[config.mk]
export PLATFORM = sky130hd
export DESIGN_NAME = mmio_input_reader
export DESIGN_NICKNAME = d
export VERILOG_FILES = /design/src/rtl/mmio_input_reader.sv
export SDC_FILE = /design/constraint.sdc
export NUM_CORES = 1
export LEC_CHECK = 0
export BUFFER_PORTS_ARGS = -buffer_cell sky130_fd_sc_hd__buf_2
export CAP_MARGIN = 40
export CORE_MARGIN = 2
export CORE_UTILIZATION = 41
export DETAILED_ROUTE_END_ITERATION = 6
export GPL_TIMING_DRIVEN = 0
export PLACE_DENSITY = 0.59
export SLEW_MARGIN = 30
export SYNTH_ARGS = -nofsm -noshare
export SYNTH_HDL_FRONTEND = slang
export SYNTH_SLANG_ARGS = --single-unit
export TNS_END_PERCENT = 20
[constraint.sdc]
create_clock -name clk -period 5.9 [get_ports clk]
set_clock_uncertainty 0.05 [all_clocks]
set_input_delay 0.59 -clock clk [delete_from_list [all_inputs] [get_ports clk]]
set_output_delay 0.59 -clock clk [all_outputs]
set_load 0.02 [all_outputs]
[src/rtl/mmio_input_reader.sv]
// Memory-mapped reader for board switches and buttons: 2-flop synchronisers,
// per-input debounce, W1C button-press events and a saturating press counter.
module mmio_input_reader #(
    parameter logic [31:0] BASE_ADDR       = 32'h10020000,
    parameter int          NUM_SW          = 16,
    parameter int          NUM_BTN         = 5,
    parameter int          DEBOUNCE_CYCLES = 1000000
) (
    input  logic               clk,
    input  logic               reset,
    input  logic [NUM_SW-1:0]  sw_in,
    input  logic [NUM_BTN-1:0] btn_in,
    input  logic [31:0]        addr,
    input  logic               we,
    input  logic [31:0]        wdata,
    output logic [31:0]        rdata,
    output logic               hit,
    output logic               irq
);

    localparam int NUM_IN = NUM_SW + NUM_BTN;
    localparam int CW     = $clog2(DEBOUNCE_CYCLES);
    localparam logic [CW-1:0] CNT_MAX = CW'(DEBOUNCE_CYCLES - 1);

    // Switches occupy the low bits, buttons the high bits of every per-input vector.
    logic [NUM_IN-1:0] raw;
    logic [NUM_IN-1:0] s1;
    logic [NUM_IN-1:0] s2;
    logic [NUM_IN-1:0] stable;
    logic [CW-1:0]     cnt [NUM_IN];

    logic [NUM_SW-1:0]  stable_sw;
    logic [NUM_BTN-1:0] stable_btn;
    logic [NUM_BTN-1:0] stable_btn_d;
    logic [NUM_BTN-1:0] rise;
    logic [NUM_BTN-1:0] btn_event;
    logic [NUM_BTN-1:0] btn_event_next;
    logic [15:0]        press_count;
    logic [15:0]        press_count_next;
    logic [4:0]         rise_cnt;
    logic [16:0]        count_sum;

    logic wr_hit;
    logic wr_event;
    logic wr_count;

    assign raw        = {btn_in, sw_in};
    assign stable_sw  = stable[NUM_SW-1:0];
    assign stable_btn = stable[NUM_IN-1:NUM_SW];
    assign rise       = stable_btn & ~stable_btn_d;

    assign hit      = (addr[31:4] == BASE_ADDR[31:4]);
    assign wr_hit   = we & hit;
    assign wr_event = wr_hit && (addr[3:2] == 2'd2);
    assign wr_count = wr_hit && (addr[3:2] == 2'd3);

    logic unused_ok;
    assign unused_ok = ^{addr[1:0], wdata};

    always_ff @(posedge clk) begin
        if (reset) begin
            s1     <= '0;
            s2     <= '0;
            stable <= '0;
            for (int i = 0; i < NUM_IN; i++) begin
                cnt[i] <= '0;
            end
        end else begin
            s1 <= raw;
            s2 <= s1;
            // A mismatch must persist DEBOUNCE_CYCLES cycles before it is accepted.
            for (int i = 0; i < NUM_IN; i++) begin
                if (s2[i] == stable[i]) begin
                    cnt[i] <= '0;
                end else if (cnt[i] == CNT_MAX) begin
                    stable[i] <= s2[i];
                    cnt[i]    <= '0;
                end else begin
                    cnt[i] <= cnt[i] + CW'(1);
                end
            end
        end
    end

    always_comb begin
        rise_cnt = '0;
        for (int i = 0; i < NUM_BTN; i++) begin
            rise_cnt = rise_cnt + 5'(rise[i]);
        end
    end

    assign count_sum = {1'b0, press_count} + 17'(rise_cnt);

    always_comb begin
        btn_event_next = btn_event;
        if (wr_event) begin
            btn_event_next = btn_event & ~wdata[NUM_BTN-1:0];
        end
        // A fresh rise beats a simultaneous clear.
        btn_event_next = btn_event_next | rise;

        press_count_next = count_sum[16] ? 16'hFFFF : count_sum[15:0];
        if (wr_count) begin
            press_count_next = 16'(rise_cnt);
        end
    end

    always_ff @(posedge clk) begin
        if (reset) begin
            stable_btn_d <= '0;
            btn_event    <= '0;
            press_count  <= '0;
            irq          <= 1'b0;
        end else begin
            stable_btn_d <= stable_btn;
            btn_event    <= btn_event_next;
            press_count  <= press_count_next;
            irq          <= |btn_event;
        end
    end

    always_comb begin
        rdata = '0;
        if (hit) begin
            case (addr[3:2])
                2'd0:    rdata[NUM_SW-1:0]  = stable_sw;
                2'd1:    rdata[NUM_BTN-1:0] = stable_btn;
                2'd2:    rdata[NUM_BTN-1:0] = btn_event;
                default: rdata[15:0]        = press_count;
            endcase
        end
    end

endmodule

* After elaboration in Yosys (flattened, before gate mapping)
Memory sizes are Yosys's and may differ from the RTL's.
Cells that the tools add are included.
** Storage, ports and cells
- Flip-flop bits (word level) :: 90
- Memory bits (writable) :: 420
- Logic and storage cells :: 520
- Memories :: 1
** Cells by class
- Add/sub/neg operators :: 26
- Equal/unequal tests :: 46
- Muxes and demuxes :: 302
- Bitwise logic cells :: 90
- Reduce and logical (&&, ||, !) cells :: 27
** Memory list
- cnt :: depth 21, bits a word 20, rd ports 21, clocked after Yosys merged registers in 0, wr ports 21, line 30 : logic [CW-1:0] cnt [NUM_IN];
** Operator list (number)
- $mux 20 :: 63
- $add 20x1->20 const B :: 21
- $eq 20x20->1 const B :: 21
- $mux 1 :: 233
- $or 1x1->1 :: 63
- $reduce_and 2->1 :: 21
- $mux 16 :: 2
- $eq 28x25->1 const B :: 1
- $pmux 11 s2 :: 1
- $eq 1x1->1 :: 21
- $not 1->1 :: 21
- $add 16x5->17 :: 1
- $pmux 5 s3 :: 1
- $and 5x5->5 :: 2
- $mux 5 :: 2
- $not 5->5 :: 2
- $add 4x1->5 :: 1
- $or 5x5->5 :: 1
- $reduce_or 5->1 :: 1
- $add 3x1->4 :: 1
- $eq 2x2->1 const B :: 2
- $reduce_or 2->1 :: 2
- $add 2x1->3 :: 1
- $add 1x1->2 :: 1
- 4 further kinds :: 5

* Depth between registers and ports, before layout
- Word-level depth :: 9
- Depth in mapped cells :: 11
- Mapped depth without buffers :: 11

* Worst setup path before layout
OpenSTA, ideal clock, no wires.
- Kind :: register to register
- Start :: register stable[16]
- End :: register press_count[11]
- Library setup time :: 0.074 ns
- Arrival time :: 3.210 ns
- Required time :: 5.776 ns
- Setup slack :: 2.566 ns
- Cell stages (with the launch flop) :: 12
- Clock period less this slack :: 3.334 ns
- Path through :: dfxtp_1 -> nand2b_1 -> fa_1 -> fa_1 -> inv_1 -> ha_1 -> inv_1 -> fa_1 -> nand2b_1 -> a211oi_1 -> nand2_1 -> a31oi_1
** On the way
- Longest elaborated chain between the ends :: 7
** Ends and longest elaborated chain
- start: declaration :: line 29 : logic [NUM_IN-1:0] stable;
- start signal: indexed assignment :: line 76 : stable[i] <= s2[i];
- $and 5x5->5 :: line 50 : assign rise = stable_btn & ~stable_btn_d;
- $add 1x1->2 :: line 88 : rise_cnt = rise_cnt + 5'(rise[i]);
- $add 2x1->3 :: line 88
- $add 3x1->4 :: line 88
- $add 4x1->5 :: line 88
- $add 16x5->17 :: line 92 : assign count_sum = {1'b0, press_count} + 17'(rise_cnt);
- $mux 16 :: line 102 : press_count_next = count_sum[16] ? 16'hFFFF : count_sum[15:0];
- end signal: assignment :: line 117 : press_count <= press_count_next;
- end: declaration :: line 38 : logic [15:0] press_count;
No other way between the ends.
A chain may end at the register's enable or synchronous reset.

* Worst setup path after layout
Ends and elaborated chain as after synthesis.

==> impl_metrics.toml <==
[setup_path]
critPathKind = "flop to flop"
endpoint_kind = "flop"
cp_data_arrival_time_ns = 4.46
reg2reg_setup_slack_ns = 1.93
r2r_cells = 11
required_ns = 6.38
startpoint_type = "flop"
cp_max_fo = 10

[detailed_routing]
viasPerCell = 5.06
num_vias = 21000
wire_per_inst_um = 14.1
wl_um = 58300
first_iter_violations = 1192
ant_nets = 0
drc = 0
drtPass1Iterations = 5

[timing]
tns_ns = 0
drv_slew = 0
final-setup-viol-count = 0
timing.final.ws_setup_ns = 1.93
fmax_ghz = 0.252
worst_pin_slew_ns = 0.805
final-hold-violation-count = 0
rsz0062_at_grt = "false"
min_period_ns = 3.97
finalCritPeriodShare = 0.673
slew_headroom = 0.460

[yosys]
synth_enable_flop_cells = 420
synthTopCellsByArea = "edfxtp_1 47%, dfxtp_1 6.7%, xnor2_1 4.7%"
ys_ff_latch = 510
ys_seq_area_frac = 0.532
synth_flop_cell = "edfxtp_1"
syn_area_sq_mm = 0.0271
ys_types = 63
synth_async_sr_flop_share = 0
yosys.area.top_type = "edfxtp_1"
yosysWarnings = 0
syn_avg_cell_area_sq_um = 10.2
yosysTopAreaCellShare = 0.466
syn_inst = 2654

[global_routing]
grt_max_degree = 15
gr-total-overflow = 0
grt_first_pass_wirelength_um = 95600
grt_pass1_vias = 19800
antenna_found_initial = 7
grt_usage = 0.170

[placed_design]
gp_congestion = 0.823
dpl.hpwl_um = 42000
placed_cells = 4032
place_ws_ns = 1.96
portBuffers = 73

[clock_network]
cts_tree = "yes"
post_cts_buffers = 0
htree_num_levels = 2
clk_transition_reported_paths_ns = 0.06
clkSinkCount = 510
clock_latency_ns = 0.61
cts_hold_buf = 0
clockBufferDepth = 3
postCtsResizedCells = 0
numCtsBuffers = 58
clockRootBuffer = "clkbuf_16"

[die]
die_h_um = 261
core_area_sq_mm = 0.0656
rows = 94
die_area_sq_mm = 0.0681
io_pins = 122
start_util = 0.413
die_w_um = 261

[hold_path]
whs_path_depth = 2
hold_path.class = "primary input to flop"

[layout]
drive_gt1_frac = 0.0729
syn2layout_area_growth_pct = 19.1
nets = 3345
mostFrequentLayoutCell = "conb_1"
layout.cells.non_filler = 4145
final_cell_mix = "436 x conb_1, 420 x edfxtp_1, 314 x nor2_1"

[run_status]
status = "complete, no violations"

[power]
power.leakage_nw = 11.0
max-vdd-ir-drop_mv = 0.214
power.density_mw_per_mm2 = 255

[job]
maxCapViolCount = 0
## sequential cells by signal, indices dropped and copies added, names as in the netlist
name          count
press_count      16
stable           21
s2               21
s1               21
stable_btn_d      5
cnt             420
btn_event         5
irq               1
## per-layer routing
| metal | track usage | part of all wire |
|---|---|---|
| met5 | 0 | 0.00039 |
| met4 | 0.0502 | 0.025 |
| met2 | 0.276 | 0.45 |
| met1 | 0.232 | 0.47 |
| met3 | 0.0321 | 0.050 |
## per-stage QoR
step / util / instance area, sq um / power (mW) / hold slack [ns]
detailed placement: 0.461 / 30200 / 4.59 / 0.374
global route: 0.492 / 32300 / 8.55 / 0.112
global placement: 0.460 / 30200 / 4.58 / 0.367
finish: 0.492 / 32300 / 8.24 / 0.122
CTS: 0.491 / 32200 / 8.35 / 0.0863
floorplan: - / 28700 / 4.47 / 0.364
## power breakdown
group | total, mW | internal [mW] | switching, mW
clock network | 3.71 | 2.23 | 1.48
logic | 0.349 | 0.135 | 0.214
registers | 4.18 | 4.03 | 0.144
## logic make-up (layout without fill, tap and decap cells)
logic type	after synthesis	in the layout	share of synthesized area
mux	6	6	0.00453
other cells	2	439	0.000277
compound gates	396	396	0.0830
xor+xnor	262	262	0.0847
simple gates	1242	1242	0.250
buf+inv	208	398	0.0318
flops	510	510	0.532
fa+ha+maj	28	28	0.0138
## Yosys cell counts, types with 4 or more instances
| cell | number |
|---|---|
| and3_1 | 36 |
| edfxtp_1 | 420 |
| a22oi_1 | 11 |
| nand3_1 | 153 |
| o21ai_0 | 118 |
| nor2_1 | 314 |
| ha_1 | 25 |
| nand3b_1 | 4 |
| nand4_1 | 92 |
| and4_1 | 35 |
| inv_1 | 96 |
| clkbuf_1 | 80 |
| nand3_2 | 4 |
| nand2b_1 | 8 |
| buf_4 | 16 |
| nor4b_1 | 26 |
| buf_2 | 16 |
| a211oi_1 | 5 |
| a21oi_1 | 172 |
| nand4b_1 | 10 |
| nor2b_1 | 66 |
| dfxtp_1 | 90 |
| mux4_2 | 5 |
| o21a_1 | 5 |
| a311oi_1 | 5 |
| o31ai_1 | 52 |
| or4b_1 | 7 |
| and2_1 | 16 |
| or2_2 | 9 |
| or4_1 | 82 |
| o21ai_1 | 10 |
| nor4_1 | 44 |
| or3_1 | 118 |
| xor2_1 | 116 |
| xnor2_1 | 146 |
| nand2_1 | 143 |
| nor3b_1 | 11 |
| nor3_1 | 49 |
## final cells by class
class	instances	area, sq um
clock inverter	21	194
multi-input combinational	2370	13400
antenna	3	7.51
fill	6220	33400
sequential	510	14400
clock buffer	88	1800
buffer	112	504
timing repair buffer	81	458
inverter	96	360
tap	864	1080
## final timing paths
| kind | start | end |
|---|---|---|
| setup / recovery | stable[16]$_SDFFE_PP0P_ | press_count[11]$_SDFF_PP0_ |
| hold / removal | wdata[1] | btn_event[1]$_SDFF_PP0_ |
| setup reg to reg | stable[16]$_SDFFE_PP0P_ | press_count[11]$_SDFF_PP0_ |
| hold reg to reg | s1[12]$_SDFF_PP0_ | s2[12]$_SDFF_PP0_ |
## worst max-delay path, stage by stage, from the launching register on
cell and delay (ns):
dfxtp_1 0.48, nand2b_1 0.16, fa_1 0.53, fa_1 0.50, inv_1 0.09, ha_1 0.17
inv_1 0.06, fa_1 0.41, nand2b_1 0.18, a211oi_1 0.61, nand2_1 0.42, a31oi_1 0.24
Note: power is estimated with default switching activity, not from simulation.
